<file path="src/rtl/fir_coef_loader.sv">
// fir_coef_loader: sequences one coefficient load into the FIR_Filters
// coefficient RAMs. It resets the FIR write address, confirms that the address
// reached zero, then turns the host byte stream (MSB then LSB) into 16-bit
// write strobes. Select and data are held long enough for the FIR's registered
// enable and its late RAM write. Audio processing is gated off while a load runs.
module fir_coef_loader #(
  parameter int NUM_FILTERS = 4,
  parameter int MAX_COEFS   = 511
) (
  input  logic       clk,
  input  logic       reset,
  input  logic       cmd_start,
  input  logic [5:0] cmd_filter,
  input  logic [8:0] cmd_count,
  input  logic       cmd_abort,
  input  logic       byte_valid,
  input  logic [7:0] byte_data,
  output logic       byte_ready,
  input  logic       audio_en_in,
  output logic       audio_en_out,
  input  logic       wr_addr_zero,
  output logic       coef_addr_rst,
  output logic [5:0] coef_select,
  output logic [7:0] coef_wr_msb_data,
  output logic [7:0] coef_wr_lsb_data,
  output logic       coefficient_wr_en,
  output logic       busy,
  output logic       done,
  output logic       err,
  output logic [1:0] err_code
);

  // FSM encoding
  localparam logic [2:0] S_IDLE     = 3'd0;
  localparam logic [2:0] S_ADDR_RST = 3'd1;
  localparam logic [2:0] S_ADDR_CHK = 3'd2;
  localparam logic [2:0] S_GET_MSB  = 3'd3;
  localparam logic [2:0] S_GET_LSB  = 3'd4;
  localparam logic [2:0] S_WRITE    = 3'd5;
  localparam logic [2:0] S_SETTLE   = 3'd6;

  // Error codes reported on err_code
  localparam logic [1:0] ERR_NONE    = 2'd0;
  localparam logic [1:0] ERR_BAD_CMD = 2'd1;
  localparam logic [1:0] ERR_ADDR_NZ = 2'd2;
  localparam logic [1:0] ERR_ABORT   = 2'd3;

  // Limits widened by one bit so the comparisons cannot wrap
  localparam logic [6:0] NUM_FILTERS_W = 7'(NUM_FILTERS);
  localparam logic [9:0] MAX_COEFS_W   = 10'(MAX_COEFS);

  logic [2:0] state_q,     state_d;
  logic [8:0] remaining_q, remaining_d;
  logic       settle_q,    settle_d;
  logic [5:0] sel_q,       sel_d;
  logic [7:0] msb_q,       msb_d;
  logic [7:0] lsb_q,       lsb_d;
  logic       done_q,      done_d;
  logic       err_q,       err_d;
  logic [1:0] err_code_q,  err_code_d;

  logic       cmd_bad;

  // A command is rejected for an out-of-range filter or an empty/oversized count
  assign cmd_bad = ({1'b0, cmd_filter} >= NUM_FILTERS_W) ||
                   (cmd_count == 9'd0) ||
                   ({1'b0, cmd_count} > MAX_COEFS_W);

  // Next-state and datapath update; abort overrides everything outside IDLE
  always_comb begin
    // NOTE: every signal gets a default here so no path leaves it unassigned,
    // which would otherwise infer a latch.
    state_d     = state_q;
    remaining_d = remaining_q;
    settle_d    = settle_q;
    sel_d       = sel_q;
    msb_d       = msb_q;
    lsb_d       = lsb_q;
    done_d      = 1'b0;
    err_d       = 1'b0;
    err_code_d  = err_code_q;

    if ((state_q != S_IDLE) && cmd_abort) begin
      state_d    = S_IDLE;
      err_d      = 1'b1;
      err_code_d = ERR_ABORT;
    end else begin
      case (state_q)
        S_IDLE: begin
          if (cmd_start) begin
            if (cmd_bad) begin
              err_d      = 1'b1;
              err_code_d = ERR_BAD_CMD;
            end else begin
              sel_d       = cmd_filter;
              remaining_d = cmd_count;
              err_code_d  = ERR_NONE;
              state_d     = S_ADDR_RST;
            end
          end
        end
        S_ADDR_RST: state_d = S_ADDR_CHK;
        S_ADDR_CHK: begin
          if (!wr_addr_zero) begin
            err_d      = 1'b1;
            err_code_d = ERR_ADDR_NZ;
            state_d    = S_IDLE;
          end else begin
            state_d = S_GET_MSB;
          end
        end
        S_GET_MSB: begin
          if (byte_valid) begin
            msb_d   = byte_data;
            state_d = S_GET_LSB;
          end
        end
        S_GET_LSB: begin
          if (byte_valid) begin
            lsb_d   = byte_data;
            state_d = S_WRITE;
          end
        end
        S_WRITE: begin
          remaining_d = remaining_q - 9'd1;
          settle_d    = 1'b0;
          state_d     = S_SETTLE;
        end
        S_SETTLE: begin
          // Two cycles: the FIR registers the enable, then writes the RAM
          if (!settle_q) begin
            settle_d = 1'b1;
          end else if (remaining_q == 9'd0) begin
            done_d  = 1'b1;
            state_d = S_IDLE;
          end else begin
            state_d = S_GET_MSB;
          end
        end
        default: state_d = S_IDLE;
      endcase
    end
  end

  // State registers with synchronous reset; reset also suppresses any abort error
  always_ff @(posedge clk) begin
    // NOTE: sequential state uses non-blocking assignments so every register
    // samples the pre-edge values, independent of statement order.
    if (reset) begin
      state_q     <= S_IDLE;
      remaining_q <= 9'd0;
      settle_q    <= 1'b0;
      sel_q       <= 6'd0;
      msb_q       <= 8'd0;
      lsb_q       <= 8'd0;
      done_q      <= 1'b0;
      err_q       <= 1'b0;
      err_code_q  <= ERR_NONE;
    end else begin
      state_q     <= state_d;
      remaining_q <= remaining_d;
      settle_q    <= settle_d;
      sel_q       <= sel_d;
      msb_q       <= msb_d;
      lsb_q       <= lsb_d;
      done_q      <= done_d;
      err_q       <= err_d;
      err_code_q  <= err_code_d;
    end
  end

  // Strobes and handshakes decode straight from the state register
  assign busy              = (state_q != S_IDLE);
  assign coef_addr_rst     = (state_q == S_ADDR_RST);
  assign byte_ready        = (state_q == S_GET_MSB) || (state_q == S_GET_LSB);
  assign coefficient_wr_en = (state_q == S_WRITE);
  assign audio_en_out      = audio_en_in && !busy;

  assign coef_select       = sel_q;
  assign coef_wr_msb_data  = msb_q;
  assign coef_wr_lsb_data  = lsb_q;
  assign done              = done_q;
  assign err               = err_q;
  assign err_code          = err_code_q;

endmodule

</file>
<file path="config.mk">
export PLATFORM = sky130hd
export DESIGN_NAME = fir_coef_loader
export DESIGN_NICKNAME = d
export VERILOG_FILES = /design/src/rtl/fir_coef_loader.sv
export SDC_FILE = /design/constraint.sdc
export NUM_CORES = 1
export LEC_CHECK = 0
export CORE_MARGIN = 5
export CORE_UTILIZATION = 35
export CTS_CLUSTER_DIAMETER = 60
export DETAILED_ROUTE_END_ITERATION = 12
export PLACE_DENSITY_LB_ADDON = 0.08
export SETUP_SLACK_MARGIN = 0.1
export SLEW_MARGIN = 20
export SYNTH_ARGS = -nofsm -noshare
export SYNTH_HDL_FRONTEND = slang
export SYNTH_SLANG_ARGS = --single-unit
</file>
<file path="constraint.sdc">
create_clock -name clk -period 3.01 [get_ports clk]
set_clock_uncertainty 0.2 [all_clocks]
set_input_delay 0.602 -clock clk [delete_from_list [all_inputs] [get_ports clk]]
set_output_delay 0.602 -clock clk [all_outputs]
set_load 0.05 [all_outputs]
</file>
# ---- Yosys cells after proc, flatten, opt, wreduce, memory -nomap -nowiden
# Cells that the tools add are included.
dict set report word_totals {
  word_cells 72
  latchBits 0
  mem_bits_rw 0
  reg_bits 39
  out_inout_bits 31
  romBits 0
  in_bits 30
  n_memories 0
}
dict set report op_classes {
  n_shift 0
  eq_ne 13
  muxes 23
  div_mod_pow 0
  add_sub_neg 1
  bitwise 4
  n_mul 0
  n_reduce_logical 21
  n_lt_le_gt_ge 1
}
# cell n
set ops {}
lappend ops {{3-bit case mux with 7 select lines} 1}
lappend ops {{9-bit logical NOT} 2}
lappend ops {{9-bit 2-to-1 mux} 2}
lappend ops {{9-bit case mux with 2 select lines} 1}
lappend ops {{3-bit 2-to-1 mux} 5}
lappend ops {{2-bit 2-to-1 mux} 5}
lappend ops {{2-bit inequality test, second input constant} 5}
lappend ops {{3-bit == test, second input constant} 3}
lappend ops {{3-bit AND reduction} 3}
lappend ops {{9-bit by 1-bit subtractor with 9-bit output, second input constant} 1}
lappend ops {{4-bit AND reduction} 2}
lappend ops {{3-bit by 2-bit == test with 1-bit output, second input constant} 2}
lappend ops {{6-bit by 3-bit >= comparator with 1-bit output, second input constant} 1}
lappend ops {{1-bit 2-to-1 mux} 6}
lappend ops {{3-bit inequality test, second input constant} 2}
lappend ops {{3-bit nonzero test} 2}
lappend ops {{5-bit AND reduction} 1}
lappend ops {{1-bit NOT} 4}
lappend ops {{1-bit case mux with 2 select lines} 2}
lappend ops {{2-bit case mux with 2 select lines} 1}
lappend ops {{2-bit nonzero test} 2}
lappend ops {{4-bit OR reduction} 1}
lappend ops {{3-bit by 1-bit == test with 1-bit output, second input constant} 1}
lappend ops {{3-bit logical NOT} 1}
lappend ops {{5 further kinds} 7}

# ---- Logic depth before layout (Yosys ltp)
# Gate-level depths: netlist of the first run.
dict set report depth {
  word_depth 6
  depth_mapped 7
  mapped_depth_nobuf 7
}

# ---- Least setup slack after synthesis of the first run
# OpenSTA, ideal clock, no wires.
dict set report synth_path {
  path_type {reg2out}
  startpoint {register state_q[2]}
  endpoint {output port byte_ready}
  path_buffers 1
  stages_incl_launch_ff 4
  arrival_time_ns 1.811
  slack_ns 0.397
  required_time_ns 2.208
  path_cell_list {dfxtp_1 -> clkbuf_1 -> nand2b_1 -> o21ai_0}
}
dict set report synth_between {
  elab_chain_len 2
  elab_cells_between_ends 3
  classes_between {eq/ne (2); reduce/logical (1)}
}
# item line
set synth_lines {}
lappend synth_lines {{start, declared} 52} ;# logic [2:0] state_q, state_d;
lappend synth_lines {{start signal, assigned} 160} ;# state_q <= state_d;
lappend synth_lines {{3-bit by 2-bit == test with 1-bit output or 3-bit == test (tied branches)} 175} ;# assign byte_ready = (state_q == S_GET_MSB) || (state_q == S_GET_LSB);
lappend synth_lines {{1-bit logical OR (*)} 175}
lappend synth_lines {{end, declared} 18} ;# output logic byte_ready,
# Every way passes the cells marked *; elsewhere a longest branch is shown, timed or not.

# ---- Worst setup path after layout of the first run
dict set report layout_path {
  startpoint {register state_q[0]}
  endpoint {output port coef_addr_rst}
}
dict set report layout_between {
  elab_chain_len 1
}
# item line
set layout_lines {}
lappend layout_lines {{3-bit by 1-bit == test with 1-bit output} 174} ;# assign coef_addr_rst = (state_q == S_ADDR_RST);
lappend layout_lines {{end, declared} 22} ;# output logic coef_addr_rst,
# Every way passes these cells.

==> qor.yml, run 1 <==
ant_nets: 0
ios: 61
gp_congestion: 0.825
drt-total-wl_mm: 4.47
cp-end-kind: "output pin"
layout_commonest_cell: "clkdlybuf4s50_1"
via_per_inst: 4.81
hold_path.class: "flip-flop to flip-flop"
synth_seq_cells: 39
wire_per_inst_um: 13.0
cts_hold_buf: 0
overflow: 0
synth_cell_types: 36
seqCellArea_um2: 781
dr.first_iter.drc_count: 83
syn_inst: 211
p_per_area_nw_per_um2: 425
core_um2: 5040
cts_setup_buffers: 0
clock_path_buffers: 2
clock_sinks: 39
cts.clk_slew.worst_paths_ns: 0.07
worstPathMaxFanout: 12
area_growth_pct: 45.3
ys_seq_area_share_pct: 43.6
drive_gt1_share_pct: 8.39
dr.pass1.iters: 4
fin_crit_sh_pct: 91.5
dp_hpwl_mm: 3.42
synth-warning-count: 0
finalNetCount: 304
setup_viol: 0
final_cell_mix: "clkdlybuf4s50_1 (57), dfxtp_1 (39), nor2_1 (37)"
cts-buffers-inserted: 5
hold_slack_ns: 0.257
via_count: 1653
rsz0062_at_grt: "no"
p_leak_nw: 1.02
multi_input_area_um2: 947
worstSetupPathType: "flip-flop to output pin"
tns_ns: 0
maxSlewViolCount: 0
final_core_util_pct: 51.6
post-route-min-period_ns: 2.75
grt_usage_pct: 14.0
slew_headroom_pct: 61.8
fillCellCount: 483
cts_max_level: 2
ir_drop_mv: 0.284
clock.fmax_mhz: 363
antenna_found_initial: 0
outcome: "finished, final reports clean"
syn_area_um2: 1790
cts_tree: "built"
n_antenna_cell: 0
grt_pass1_vias: 1574
cts_resized: 0
num_rows: 26
hold_violations: 0
fp.dieH_um: 81.5
worstPathRequired_ns: 2.21
dieArea_um2: 6640
cp-start-kind: "flip-flop"
crit_arrival_ns: 1.95
synth.avg_cell_area_um2: 8.48
grt_pass1_wl_mm: 7.30
cts_root_buf: "clkbuf_8"
clkLatencyLatePin_ns: 0.28
drv_cap: 0
worstMarginPinSlew_ns: 0.572
grt_start_max_net_pins: 23
syn-num-nets: 242
initial_core_util_pct: 35.5
die_w_um: 81.5
portBuffers: 60
drt_drc_violations_left: 0
-- through the flow --
stage	power (mW)	instances	setup WS (ns)	area, µm²
global placement	0.670	336	0.172	2480
global route	1.15	344	0.137	2600
floorplan	0.602	211	0.397	1790
finish	1.10	344	0.256	2600
detailed placement	0.670	336	0.143	2480
CTS	1.12	344	0.121	2600
-- final cells by class --
class | instances | area share [%]
flip-flops and latches | 39 | 30.0
repair buffers | 64 | 24.6
multi-input cells | 156 | 36.4
inverters | 7 | 1.01
clock inverters | 2 | 1.35
well taps | 70 | 3.37
clock buffers | 6 | 3.18
-- path summary, 6_finish.rpt --
| path | start | to | slack [ns] | cells after the start |
|---|---|---|---|---|
| hold / removal | err_code[1]$_SDFFE_PP0P_ | err_code[1]$_SDFFE_PP0P_ | 0.26 | 2 |
| setup reg to reg | remaining_q[0]$_SDFFE_PP0P_ | state_q[0]$_SDFFE_PP0P_ | 0.69 | 7 |
| hold reg to reg | err_code[1]$_SDFFE_PP0P_ | err_code[1]$_SDFFE_PP0P_ | 0.26 | 2 |
| setup / recovery | state_q[0]$_SDFFE_PP0P_ | coef_addr_rst | 0.26 | 3 |
-- sequential cells by signal (all words and copies together), names as in the netlist --
signal / cells
remaining_q: 9
err_code: 2
done: 1
state_q: 3
coef_select: 6
settle_q: 1
err: 1
coef_wr_msb_data: 8
coef_wr_lsb_data: 8
-- cells in the mapped netlist --
cell type / count / area [µm²]
nor2_2: 1 / 6.26
o31ai_1: 2 / 15.0
o311a_1: 1 / 10.0
nand2b_1: 4 / 25.0
a211o_1: 1 / 8.76
dfxtp_1: 39 / 781
nand2_1: 19 / 71.3
nand3_1: 2 / 10.0
nor2_1: 37 / 139
o41ai_4: 1 / 27.5
o211ai_1: 1 / 7.51
and2_1: 6 / 37.5
o22a_2: 1 / 10.0
or4bb_1: 1 / 11.3
ha_1: 1 / 12.5
nor4_1: 1 / 6.26
a21o_1: 1 / 7.51
or4_1: 2 / 15.0
mux2i_1: 19 / 190
clkbuf_1: 8 / 30.0
a21oi_1: 13 / 65.1
a22o_1: 2 / 17.5
or2_4: 1 / 8.76
or4_4: 1 / 11.3
nor3_1: 5 / 25.0
and2b_2: 1 / 8.76
buf_2: 1 / 5.00
o21ai_0: 19 / 95.1
a221oi_2: 1 / 15.0
a211oi_1: 3 / 22.5
inv_1: 7 / 26.3
or3_1: 2 / 12.5
nor2b_1: 3 / 18.8
o22ai_2: 1 / 12.5
nand3b_1: 2 / 15.0
or3b_2: 1 / 8.76
-- power by group --
part	total, mW	switching [mW]	internal, mW
logic	0.130	0.0651	0.0648
clock network	0.448	0.180	0.268
registers	0.527	0.00562	0.521
total	1.10	0.250	0.854
-- kinds of logic after synthesis --
kind of cell / Yosys count / synth area share [%]
AND/OR/NAND/NOR: 89 / 24.1
AO/OA/AOI/OAI: 47 / 17.6
flip-flops: 39 / 43.6
multiplexers: 19 / 10.6
buffers and inverters: 16 / 3.43
adder cells (fa/ha/maj): 1 / 0.699
-- worst max-delay path: stages, from the launching register on --
cell and delay (ns):
dfxtp_1 0.54, nand2b_1 0.19, nor2_1 0.12, clkdlybuf4s50_1 0.81
-- metal layers --
metal / up-vias / GRT usage, % / wire (µm)
met5: - / 0 / 0
met4: 0 / 4.56 / 50
met3: 5 / 5.15 / 335
met2: 40 / 22.4 / 1990
met1: 749 / 17.3 / 2100
li1: 859 / - / -
Note: power is estimated with default switching activity, not from simulation.
==> inputs of run 2 (changes only) <==
- ABC_AREA: not set -> 1
- CORE_MARGIN: 5 -> not set
- clock period: 3.01 -> 2.7 ns (I/O delays scaled with it)
==> qor.yml, run 2 <==
outcome: "finished, final reports clean"
total_power_mw: 1.94  # +76%
dr.first_iter.drc_count: 82  # -1.2%
ys.flop_type: "dfxtp_1"
via_count: 1920  # +16%
clkLatencyLatePin_ns: 0.30  # +0.02 ns
syn_area_um2: 1980  # +11%
post-route-min-period_ns: 2.40
r2r_start: "state_q[2]$_SDFFE_PP0P_"
hold_start: "coef_wr_lsb_data[6]$_SDFFE_PP0P_"
area_growth_pct: 39.1
yosys-top-cells-count: "inv_1 (48), nand2_1 (48), nor2_1 (43)"
hold_depth: 2  # unchanged
r2r_cells: 7  # unchanged
p_leak_nw: 1.20  # +18%
antenna_found_initial: 0  # unchanged
finalNetCount: 379  # +25%
via_per_inst: 4.56  # -5.1%
fin_crit_sh_pct: 88.8
ir_drop_mv: 0.378  # +33%
synth_seq_cells: 39  # unchanged
cts.clk_slew.worst_paths_ns: 0.09  # +0.02 ns
synth_xor_area_share_pct: 0.442  # +0.44 points
path_cells: "inv_2 > nand3_1 > nand2_2 > dlygate4sd2_1"
n_antenna_cell: 0  # unchanged
p_per_area_nw_per_um2: 705  # +66%
ant_nets: 0  # unchanged
drive_gt1_share_pct: 9.17  # +0.77 points
cpPeakStageDelay_ns: 0.53  # -0.28 ns
synth-warning-count: 0  # unchanged
synth.avg_cell_area_um2: 6.88  # -19%
synth_top_family_by_area: "simple AND/OR/NAND/NOR gates"
grt_pass1_wl_mm: 7.71  # +5.6%
dr.pass1.iters: 4  # unchanged
slew_headroom_pct: 63.5  # +1.7 points
cp_slowest_cell: "dlygate4sd2_1"
worstPathMaxFanout: 6  # -6
synth-edff-count: 0  # unchanged
clock_path_buffers: 2  # unchanged
drt_drc_violations_left: 0  # unchanged
cp-end-kind: "output pin"
synth_cell_types: 29  # -19%
cts_tree: "built"
rsz0062_at_grt: "no"
grt_usage_pct: 16.4  # +2.4 points
grt_pass1_vias: 1739  # +10%
synthSimpleGateAreaFrac_pct: 30.6  # +6.5 points
setup_viol: 0  # unchanged
grt_start_max_net_pins: 30  # +30%
synthArstFlopShare_pct: 0  # unchanged
final_cell_mix: "clkdlybuf4s50_1 (55), nand2_1 (48), inv_1 (48)"
drv_cap: 0  # unchanged
die_w_um: 77.2  # -5.2%
fp.dieH_um: 77.2  # -5.2%
cts_root_buf: "clkbuf_8"
wire_per_inst_um: 11.0  # -15%
netlist.area_leader.share_pct: 39.4  # -4.2 points
yosysTopAreaCell: "dfxtp_1"
cts_max_level: 2  # unchanged
hold_violations: 0  # unchanged
largest_reg_flops: 9  # unchanged
clock_sinks: 39  # unchanged
ios: 61  # unchanged
layout_commonest_cell: "clkdlybuf4s50_1"
hold_path.class: "flip-flop to flip-flop"
synthAdderAreaFrac_pct: 0.632  # -0.068 points
crit_arrival_ns: 1.66  # -0.29 ns
hold_end: "coef_wr_lsb_data[6]$_SDFFE_PP0P_"
num_rows: 27  # +3.8%
clock.fmax_mhz: 417
portBuffers: 60  # unchanged
core_um2: 5470  # +8.5%
maxSlewViolCount: 0  # unchanged
drt-total-wl_mm: 4.63  # +3.6%
worstMarginPinSlew_ns: 0.546  # -0.0259 ns
synth-compound-area-share_pct: 16.4  # -1.1 points
syn_inst: 288  # +36%
overflow: 0  # unchanged
ys_seq_area_share_pct: 39.4  # -4.2 points
worstSetupPathType: "flip-flop to output pin"
worstPathRequired_ns: 1.96  # -0.25 ns
rrSetupSlack_ns: 0.77  # +0.08 ns
largest-register: "remaining_q"
cp-start-kind: "flip-flop"
initial_core_util_pct: 36.2  # +0.71 points
dp_hpwl_mm: 3.44  # +0.80%
cts-buffers-inserted: 5  # unchanged
tns_ns: 0  # unchanged
syn-num-nets: 319  # +32%
gp_congestion: 0.847  # +2.6%
synth.area.top_cells: "dfxtp_1 (39%), inv_1 (9.1%), nand2_1 (9.1%), nor2_1 (8.1%), o21ai_0 (7.8%)"
timing.rr.end: "remaining_q[5]$_SDFFE_PP0P_"
synthMuxAreaShare_pct: 0  # -11 points
dieArea_um2: 5960  # -10%
cts_hold_buf: 0  # unchanged
run 2: changes by cell type after synthesis, moves of 6 or more:
cell	change
clkbuf_1	-6
and2_1	-6
inv_1	+41
o21ai_0	+12
nand3_1	+15
nor2_1	+6
mux2i_1	-19
nand2_1	+29
a21oi_1	+7
run 2: area by class of cell:
class / instances / area (µm²)
clock buffers: 6 / 82.6
fillers: 565 / 2720
well taps: 72 / 90.1
multi-input cells: 190 / 952
flip-flops and latches: 39 / 781
inverters: 50 / 188
repair buffers: 62 / 627
clock inverters: 2 / 35.0
run 2: cell families (layout without fill, tap and decap cells):
| family | count (synthesis) | after routing |
|---|---|---|
| flip-flops | 39 | 39 |
| buffers and inverters | 59 | 120 |
| adder cells (fa/ha/maj) | 1 | 1 |
| XOR/XNOR | 1 | 1 |
| AO/OA/AOI/OAI | 60 | 60 |
| AND/OR/NAND/NOR | 128 | 128 |
run 2: through the flow:
step                      area [µm²]  hold slack (ns)  instances  setup WS, ns  utilization [%]
after global routing            2760            0.264        421         0.220             50.3
final                           2760            0.244        421         0.302             50.3
after CTS                       2750            0.244        421         0.106             50.3
after floorplan                 1980            0.243        288         0.628                -
after global placement          2630            0.230        413         0.240             48.1
after detailed placement        2630            0.231        413         0.248             48.1
run 2: where the power goes:
part           internal [mW]  switching (mW)  leakage (nW)
Clock                  0.299           0.220        0.0612
Sequential             0.636          0.0464         0.316
Combinational          0.258           0.482         0.827
Total                   1.19           0.748          1.20
run 2: how the worst max path moves through the flow:
| stage | from | end | slack [ns] | cells after the start |
|---|---|---|---|---|
| floorplan | state_q[1]$_SDFFE_PP0P_ | audio_en_out | 0.63 | 3 |
| global placement | cmd_count[6] | remaining_q[5]$_SDFFE_PP0P_ | 0.24 | 10 |
| detailed placement | cmd_count[6] | remaining_q[5]$_SDFFE_PP0P_ | 0.25 | 10 |
| CTS | state_q[2]$_SDFFE_PP0P_ | busy | 0.11 | 3 |
| global route | state_q[2]$_SDFFE_PP0P_ | byte_ready | 0.22 | 4 |
| finish | state_q[2]$_SDFFE_PP0P_ | byte_ready | 0.30 | 4 |
run 2: routing by layer:
layer | track usage [%] | vias up | routed length, µm
met5 | 0 | - | 0
met4 | 6.23 | 0 | 50
met3 | 5.36 | 4 | 295
met2 | 25.8 | 60 | 2010
met1 | 20.7 | 830 | 2270
li1 | - | 1026 | -
run 2: critical path: cells and delay by family (launching register included):
kind | cells | cell delay [ns]
simple gates | 2 | 0.28
flops | 1 | 0.39
buf+inv | 2 | 0.68
run 2: what timing repair did:
item	CTS	global route
resized for setup	1	2
setup endpoints to repair	1	2
setup buffers	0	0
